[src/rtl/snn_pkg.sv]
// Shared spiking-network types and helpers: potential/weight typedefs, index-width helper
// and the saturating clamp used by lif_neuron and the winner_selection counters.
package snn_pkg;

   localparam int DEF_POT_W    = 16;
   localparam int DEF_WEIGHT_W = 8;
   localparam int CLAMP_W      = 64;

   typedef logic signed [DEF_POT_W-1:0]    potential_t;
   typedef logic signed [DEF_WEIGHT_W-1:0] weight_t;
   typedef logic signed [CLAMP_W-1:0]      wide_t;

   // Callers sign-extend into wide_t, clamp, then truncate back to their own width.
   function automatic wide_t sat_clamp(input wide_t x, input wide_t lo, input wide_t hi);
      wide_t r;
      r = x;
      if (x < lo) begin
         r = lo;
      end else if (x > hi) begin
         r = hi;
      end
      return r;
   endfunction

   function automatic int idx_w(input int n);
      return (n > 1) ? $clog2(n) : 1;
   endfunction

endpackage

[src/rtl/lif_neuron.sv]
// One leaky integrate-and-fire neuron: potential register, shift leak, threshold and,
// when LIF_REFRACTORY_EN is defined, a refractory down-counter.
module lif_neuron
   import snn_pkg::*;
#(
   parameter int POT_W         = 16,
   parameter int SYN_W         = 19,
   parameter int THRESHOLD     = 100,
   parameter int LEAK_SHIFT    = 3,
   parameter int REFRAC_CYCLES = 2
) (
   input  logic                    clk_i,
   input  logic                    rst_i,
   input  logic signed [SYN_W-1:0] syn_i,
   output logic                    spike_o,
   output logic [POT_W-1:0]        v_o
);

   localparam int    CALC_W   = SYN_W + 2;
   localparam wide_t THRESH_W = wide_t'(THRESHOLD);
   localparam wide_t POT_MAX  = (wide_t'(1) <<< (POT_W - 1)) - wide_t'(1);

   logic signed [POT_W-1:0]  v_q, v_d;
   logic                     spike_q, spike_d;
   logic signed [CALC_W-1:0] v_ext, leak, v_full;
   wide_t                    v_sat;

   // Full-width integration; the clamp keeps the stored potential non-negative.
   always_comb begin
      v_ext  = CALC_W'(v_q);
      leak   = v_ext >>> LEAK_SHIFT;
      v_full = v_ext - leak + CALC_W'(syn_i);
      v_sat  = sat_clamp(wide_t'(v_full), '0, POT_MAX);
   end

`ifdef LIF_REFRACTORY_EN
   localparam int RC_W = idx_w(REFRAC_CYCLES + 1);

   logic [RC_W-1:0] refrac_q, refrac_d;

   always_comb begin
      v_d      = '0;
      spike_d  = 1'b0;
      refrac_d = '0;
      if (refrac_q != '0) begin
         refrac_d = refrac_q - RC_W'(1);
      end else if (v_sat >= THRESH_W) begin
         spike_d  = 1'b1;
         refrac_d = RC_W'(REFRAC_CYCLES);
      end else begin
         v_d = POT_W'(v_sat);
      end
   end

   always_ff @(posedge clk_i) begin
      if (rst_i) begin
         refrac_q <= '0;
      end else begin
         refrac_q <= refrac_d;
      end
   end
`else
   always_comb begin
      v_d     = '0;
      spike_d = 1'b0;
      if (v_sat >= THRESH_W) begin
         spike_d = 1'b1;
      end else begin
         v_d = POT_W'(v_sat);
      end
   end
`endif

   always_ff @(posedge clk_i) begin
      if (rst_i) begin
         v_q     <= '0;
         spike_q <= 1'b0;
      end else begin
         v_q     <= v_d;
         spike_q <= spike_d;
      end
   end

   assign spike_o = spike_q;
   assign v_o     = v_q;

endmodule

[src/rtl/lif_layer.sv]
// Layer of LIF neurons: weight memory, per-neuron synaptic sums and NUM_NODES lif_neuron
// instances. Refractory behaviour is enabled by defining LIF_REFRACTORY_EN.
module lif_layer
   import snn_pkg::*;
#(
   parameter int NUM_INPUTS    = 4,
   parameter int NUM_NODES     = 4,
   parameter int WEIGHT_W      = 8,
   parameter int POT_W         = 16,
   parameter int THRESHOLD     = 100,
   parameter int LEAK_SHIFT    = 3,
   parameter int REFRAC_CYCLES = 2
) (
   input  logic                             clk_i,
   input  logic                             rst_i,
   input  logic [NUM_INPUTS-1:0]            spikes_i,
   input  logic                             weight_we_i,
   input  logic [idx_w(NUM_NODES)-1:0]      weight_node_i,
   input  logic [idx_w(NUM_INPUTS)-1:0]     weight_input_i,
   input  logic signed [WEIGHT_W-1:0]       weight_data_i,
   output logic [NUM_NODES-1:0]             nodes_o
);

   localparam int NODE_IDX_W = idx_w(NUM_NODES);
   localparam int IN_IDX_W   = idx_w(NUM_INPUTS);
   localparam int SYN_W      = POT_W + $clog2(NUM_INPUTS) + 1;

   logic signed [WEIGHT_W-1:0] weight_q [NUM_NODES][NUM_INPUTS];
   logic signed [SYN_W-1:0]    syn_w    [NUM_NODES];
   logic [POT_W-1:0]           v_dbg    [NUM_NODES];

   // Equality decode: an index with no matching (node, input) pair writes nothing.
   always_ff @(posedge clk_i) begin
      for (int n = 0; n < NUM_NODES; n++) begin
         for (int j = 0; j < NUM_INPUTS; j++) begin
            if (rst_i) begin
               weight_q[n][j] <= '0;
            end else if (weight_we_i && (weight_node_i == NODE_IDX_W'(n))
                         && (weight_input_i == IN_IDX_W'(j))) begin
               weight_q[n][j] <= weight_data_i;
            end
         end
      end
   end

   always_comb begin
      for (int n = 0; n < NUM_NODES; n++) begin
         syn_w[n] = '0;
         for (int j = 0; j < NUM_INPUTS; j++) begin
            if (spikes_i[j]) begin
               syn_w[n] = syn_w[n] + SYN_W'(weight_q[n][j]);
            end
         end
      end
   end

   for (genvar n = 0; n < NUM_NODES; n++) begin : g_node
      lif_neuron #(
         .POT_W         (POT_W),
         .SYN_W         (SYN_W),
         .THRESHOLD     (THRESHOLD),
         .LEAK_SHIFT    (LEAK_SHIFT),
         .REFRAC_CYCLES (REFRAC_CYCLES)
      ) u_neuron (
         .clk_i   (clk_i),
         .rst_i   (rst_i),
         .syn_i   (syn_w[n]),
         .spike_o (nodes_o[n]),
         .v_o     (v_dbg[n])
      );
   end

endmodule

[config.mk]
export PLATFORM = sky130hd
export DESIGN_NAME = lif_layer
export DESIGN_NICKNAME = d
export VERILOG_FILES = /design/src/rtl/snn_pkg.sv /design/src/rtl/lif_neuron.sv /design/src/rtl/lif_layer.sv
export SDC_FILE = /design/constraint.sdc
export NUM_CORES = 1
export LEC_CHECK = 0
export CORE_ASPECT_RATIO = 0.9
export CORE_MARGIN = 2
export CORE_UTILIZATION = 50
export CTS_CLUSTER_SIZE = 24
export DETAILED_ROUTE_END_ITERATION = 16
export DONT_BUFFER_PORTS = 1
export HOLD_SLACK_MARGIN = 0.12
export PLACE_DENSITY = 0.69
export SLEW_MARGIN = 20
export SYNTH_ARGS = -nofsm -noshare
export SYNTH_HDL_FRONTEND = slang
export SYNTH_SLANG_ARGS = --single-unit
export TNS_END_PERCENT = 50
[constraint.sdc]
create_clock -name clk_i -period 11.16 [get_ports clk_i]
set_input_delay 2.232 -clock clk_i [delete_from_list [all_inputs] [get_ports clk_i]]
set_output_delay 2.232 -clock clk_i [all_outputs]
set_load 0.02 [all_outputs]
==> results.txt <==
----------------------------------------------------
[Drt]
  Detail-routed via count per cell ... 5.70
  Vias after detailed routing ... ~17k
  Pre-antenna DRT Iters ... 7
  Remaining antenna violation count ... 0
  DRC violation count after routing ... 0
  Total wire length after detailed routing ... 48.6 mm
  Routed length per placed instance ... 16.0 µm
  DRC marker count from the first detailed-route iteration ... around 960

[Timing]
  Max-slew headroom ... 0.339
  Final setup skew ... 12.5 ps
  Hold Vio Cnt, Final ... 0
  Final Cycle Share ... 0.936
  Fin. max-slew vios ... 0
  Slew of the pin with the lowest slew margin ... ~1000 ps
  Final critical-path required period ... 10440 ps
  Post-layout worst setup margin ... slightly above 700 ps
  Final setup violation count ... 0
  Maximum clock frequency ... between 90 and 100 MHz

[CTS]
  Clock tree from TritonCTS ... built
  Max Buffers Root-to-Sink ... 2
  Clock-pin slew on the worst setup and hold paths ... 80 ps
  Number of buffers inserted during clock tree synthesis ... 17
  Post-cts hold buffer count ... 0
  Level count of the clock H-tree ... 4
  Clock sink count ... 196
  Cell at the root of the clock tree ... sky130_fd_sc_hd__clkbuf_16
  Clock insertion delay at the later pin of the skew report ... 460 ps

[Layout]
  Layout Cell Area excl Fill ... 23000 µm²
  Area taken by flip-flops and latches ... 5200 µm²
  Top library cells by usage in the layout, fill and taps aside ... sky130_fd_sc_hd__ha_1 (256), sky130_fd_sc_hd__a21oi_1 (224), sky130_fd_sc_hd__and2_1 (185)
  Footprint of the multi-input gates ... 15800 µm²
  FILL cells ... around 4k
  Post-layout instance count excluding filler cells ... 3042
  Final net count ... 2826
  Most common cell after layout, fill and taps aside ... sky130_fd_sc_hd__ha_1
  Utilization after layout ... 0.535
  Area Growth Syn to Fin ... 5.86%
  Layout cells sized above 1 ... 0.0564

[Synthesis]
  Fraction of the yosys area taken by sequential cells ... 0.239
  Yosys top cell by area ... sky130_fd_sc_hd__edfxtp_1
  Warnings from Yosys ... 0
  Leading cell types by total area after synthesis ... sky130_fd_sc_hd__edfxtp_1 (18%), sky130_fd_sc_hd__ha_1 (15%), sky130_fd_sc_hd__fa_1 (7.4%), sky130_fd_sc_hd__dfxtp_1 (6.3%), sky130_fd_sc_hd__and2_1 (5.3%)
  Synthesized area divided by synthesized cell count ... ~8.8 µm²
  Number of enable-type register cells in the synthesized netlist ... 128
  Cells after Synth ... 2467
  Most instantiated flip-flop cell in the synthesis netlist ... sky130_fd_sc_hd__edfxtp_1
  Number of library cell types mapped by synthesis ... 81
  Top cell type's share of synthesized area ... 0.177
  Synthesized flop and latch total ... 196
  Share of synthesized registers carrying an async set or reset ... 0
  Cell area after technology mapping ... 21700 µm²

[Worst setup path]
  Slowest stage delay, CP ... about 530 ps
  Worst-path maximum fanout ... 32
  Launching element type of the critical path ... primary input
  Crit. End Element ... register
  Endpoint required time on the critical path ... ~12000 ps
  Slowest cell on the critical path ... sky130_fd_sc_hd__or4_1
  Cell repeated most along the worst path ... sky130_fd_sc_hd__ha_1
  Worst Path Arrival ... 10840 ps
  Critical setup path kind ... primary input to register

[Outcome]
  Run status ... finished, final reports clean

[Global route]
  Initial antenna violation count ... 2
  Layer carrying the most global-route usage ... met2
  Total grt overflow ... 0
  Global-route usage over all layers ... 0.219
  Global-route wire length before repair ... 82.0 mm
  Met3 usage in global routing ... 0.0371
  Met1 GRT Util ... 0.302
  Vias in the first global route ... about 17k
  Met2 Track Usage GR ... 0.357
  Pin count of the biggest net entering global routing ... about 120

[Pwr]
  Psw ... 0.00207 W
  Sw Ratio ... 0.457
  Total power per unit cell area ... 197 nW/µm²
  Peak VDD IR ... 0.120 mV
  Clock Power Share ... 0.141
  Internal power ... between 0.002 and 0.0025 W
  Standby leakage power ... 10.4 nW
  Share of total power in combinational logic ... 0.672
  Total power ... 0.00452 W
  Part of the power in registers ... 0.187

[Die]
  Vertical extent of the die ... 202 µm
  Width of the die ... 224 µm
  I/O pin cnt ... 23
  Site Rows ... 72
  Area of the core ... 43000 µm²
  Starting utilization of the core area ... 0.506
  Total die area ... ~45000 µm²

[Place]
  Routability congestion estimate from global placement ... between 0.8 and 0.9
  Dpl cell area ... 22400 µm²
  DPL Wire Length ... 37.3 mm
  Number of port buffers ... 0
  Placement Setup Slack ... 64.2 ps
  Placed Cells ... around 3.0k

[Min path]
  Hold Path Class ... register to register

[Flow run]
  Max-cap violations ... 0

----------------------------------------------------
[per-stage QoR]
stage / TNS (ps) / hold WS [ps]
after floorplan: 0 / 528
after global placement: 0 / 537
after detailed placement: 0 / 549
after CTS: 0 / 572
after global routing: -8.25 / 597
final: 0 / 561
[final timing paths]
check,startpoint,to,slack (ps),cells after the start
worst max register to register,weight_q[0][24],g_node[0].u_neuron.v_o[5],2090,38
worst max-delay path,spikes_i[0],g_node[0].u_neuron.v_o[5],720,38
worst min-delay path,g_node[2].u_neuron.v_o[0],g_node[2].u_neuron.v_o[0],560,2
worst min register to register,g_node[2].u_neuron.v_o[0],g_node[2].u_neuron.v_o[0],560,2
[Yosys cell counts, drive strengths merged, types with 30 or more instances]
master  count
ha        256
a21oi     226
and2      185
inv       183
nor2      158
o21ai     136
a21o      132
nand2     131
xnor2     129
edfxtp    128
fa         80
dfxtp      68
mux2       60
nor3       56
xor2       56
clkbuf     46
nand3      40
o21bai     35
nand2b     34
o21a       30
[critical path: cells and delay by family]
| kind | cells | cell delay (ps) |
|---|---|---|
| buffers and inverters | 1 | 190 |
| AO/OA/AOI/OAI | 17 | 3490 |
| XOR/XNOR | 4 | 610 |
| AND/OR/NAND/NOR | 10 | 2230 |
| adder cells (fa/ha/maj) | 6 | 2060 |
[state kept, by name (all words and copies together) (netlist names)]
| register | flops |
|---|---|
| g_node.u_neuron.spike_o | 4 |
| g_node.u_neuron.v_o | 64 |
| weight_q | 128 |
[area by class of cell]
class / count / share of cell area
antenna: 3 / 0.000326
clock buffer: 20 / 0.0208
clock inverter: 12 / 0.00468
inverter: 183 / 0.0299
multi-input combinational: 2065 / 0.685
sequential: 196 / 0.226
tap: 555 / 0.0302
timing repair buffer: 8 / 0.00261
[power by group through the flow]
stage               clock network (W)  registers, W  logic [W]
floorplan                           0      0.000847    0.00247
finish                       0.000639      0.000846    0.00304
global route                 0.000674      0.000851    0.00343
detailed placement                  0      0.000863    0.00299
global placement                    0      0.000862    0.00293
CTS                          0.000650      0.000847    0.00302
[cells by family after synthesis]
group,Yosys count,share of synthesized area
simple gates,710,0.169
mux,83,0.0417
fa+ha+maj,341,0.223
xor+xnor,186,0.0759
flops,196,0.239
compound gates,709,0.208
other cells,1,0.000173
buf+inv,241,0.0423
[repair_timing]
action                                  in CTS  in global routing
buffers inserted                             0                  2
endpoints found under the setup margin       0                 14
gates resized for setup                      0                  3
hold endpoints to repair                     0                  0
[routing by layer]
| metal | routed length [µm] | part of all wire | up-vias |
|---|---|---|---|
| li1 | - | - | 8821 |
| met1 | 23600 | 0.49 | 8178 |
| met2 | 22500 | 0.46 | 305 |
| met3 | 2040 | 0.042 | 47 |
| met4 | 547 | 0.011 | 0 |
| met5 | 0 | 0 | - |
Power figures use the tool's default switching activity.
==> edit: new RTL, same flow settings <==
Register the output `nodes_o`, without a reset; this adds one clock of latency there.
--- a/src/rtl/lif_layer.sv
+++ b/src/rtl/lif_layer.sv
@@ -24,6 +24,8 @@
    localparam int NODE_IDX_W = idx_w(NUM_NODES);
    localparam int IN_IDX_W   = idx_w(NUM_INPUTS);
    localparam int SYN_W      = POT_W + $clog2(NUM_INPUTS) + 1;
+
+   logic [NUM_NODES-1:0] nodes_d;
 
    logic signed [WEIGHT_W-1:0] weight_q [NUM_NODES][NUM_INPUTS];
    logic signed [SYN_W-1:0]    syn_w    [NUM_NODES];
@@ -65,10 +67,14 @@
          .clk_i   (clk_i),
          .rst_i   (rst_i),
          .syn_i   (syn_w[n]),
-         .spike_o (nodes_o[n]),
+         .spike_o (nodes_d[n]),
          .v_o     (v_dbg[n])
       );
    end
 
+   always_ff @(posedge clk_i) begin
+      nodes_o <= nodes_d;
+   end
+
 endmodule
 
Behaviour: not the same (Yosys sat finds a counterexample within 4 cycles, from zero or initial values and one cycle with rst_i high).
==> edit against the unedited design <==
Clock skew fell by 0.0019 ns. Die area rose by 0.71%. Critical path type unchanged. Setup slack improved by 0.082 ns. Sequential cell count rose by 4. Final area rose by 0.59%. Routed wire length rose by 1.7%. Highest routed layer unchanged. Sequential share of layout area rose by 0.21 points. Combinational power rose by 2%. Total power rose by 1.1%. Largest power group unchanged. Count of clock-buffer cells in the layout did not move. Synthesized area rose by 0.73%. First-iteration DRC count rose by 8.7%. Critical path depth rose by 2.
==> edit: results (changes against the unedited design) <==
| Parameter | Reported | Delta |
| --- | --- | --- |
| Non-clock buffer contribution to total cell area | 0.3244% | +0.063 points |
| Logic depth of the worst register-to-register path | 40 | +5.3% |
| Combinational logic power | 3.10 mW | +2% |
| Mean instance size in the synthesized netlist | 8.767 µm² | -0.48% |
| RePlAce Congestion | 0.8924 | +1.4% |
| Worst-case vdd ir drop | 97.92 µV | -18% |
| Detail Placement HPWL | 38,140 µm | +2.3% |
| DRC violation total after the first TritonRoute iteration | 1,039 | +8.7% |
| Smallest setup slack after layout | 0.7994 ns | +0.08168 ns |
| Post-synthesis sequential element count | 200 | +2.0% |
| Length of the first detailed-routing pass in iterations | 5 | -2 |
| Total area of sequential cells | 5285 µm² | +1.5% |
| Fill cell instance count of the final layout | 3,900 | -0.38% |
| Internal power component | 2.503 mW | +1.9% |
| Hold Path End | nodes_o[3] |  |
| Clk network pwr share | 13.3% | -0.8 points |
| Number of vias in the routed layout | 17,607 | +1.5% |
| Layout Nets | 2,858 | +1.1% |
| First-pass GRT wire length | 84,390 µm | +3.0% |
| Data arrival at the endpoint of the critical path | 10.75 ns | -0.09 ns |
| Tightest hold margin | 0.3345 ns | -0.2266 ns |
| Vias in the first global route | 17,467 | +2.6% |
| Fin Clk Skew | 0.01060 ns | -0.001880 ns |
| Count of inverters other than clock inverters in the layout | 196 | +7.1% |
| Overall routed net length | 49,490 µm | +1.7% |
| Seq area share | 22.84% | +0.21 points |
| Startpoint of the most critical hold path | g_node[3].u_neuron.spike_o |  |
| Layout buffer count excluding clock buffers | 10 | +2 |
| Critical register-to-register path endpoint | g_node[1].u_neuron.v_o[0] |  |
| Overall routing resource usage | 22.37% | +0.48 points |
| Share of post-route cells with drive strength above 1 | 4.889% | -0.75 points |
| Status | complete, no violations |  |
| Slew headroom | 32.06% | -1.9 points |
| Portion of the post-synthesis area used by sequential elements | 24.14% | +0.19 points |
| Worst Setup Slack post-DPL | 0.2099 ns | +0.1457 ns |
| Ranking of synthesized cells by instance count | sky130_fd_sc_hd__ha_1 (256), sky130_fd_sc_hd__a21oi_1 (198), sky130_fd_sc_hd__inv_1 (196), sky130_fd_sc_hd__nor2_1 (196), sky130_fd_sc_hd__and2_1 (170) |  |
| Number of distinct library cell variants in the gate-level netlist after synthesis | 88 | +8.6% |
| Leakage | 10.36 nW | -0.12% |
[edit: cell count changes after synthesis, moves of 12 or more]
cell / unedited run / this run
sky130_fd_sc_hd__nor2_1: 158 / 196
sky130_fd_sc_hd__a21oi_1: 225 / 198
sky130_fd_sc_hd__xnor2_1: 129 / 144
sky130_fd_sc_hd__a21o_1: 131 / 113
sky130_fd_sc_hd__o22ai_1: 2 / 14
sky130_fd_sc_hd__o21ai_1: 5 / 17
sky130_fd_sc_hd__inv_1: 182 / 196
sky130_fd_sc_hd__and2_1: 185 / 170
[edit: cell families after synthesis]
logic type	share of synthesized area, %
AO/OA/AOI/OAI	21.01
XOR/XNOR	7.824
adder cells (fa/ha/maj)	22.18
buffers and inverters	4.355
flip-flops	24.14
multiplexers	3.766
other	0.01713
AND/OR/NAND/NOR	16.71
[edit: layer usage]
layer	share of wire [%]	track usage (%)	vias to the layer above
li1	-	-	8902
met1	48	30.76	8330
met2	46	37.27	316
met3	3.9	2.923	59
met4	1.8	5.676	0
met5	0	0	-
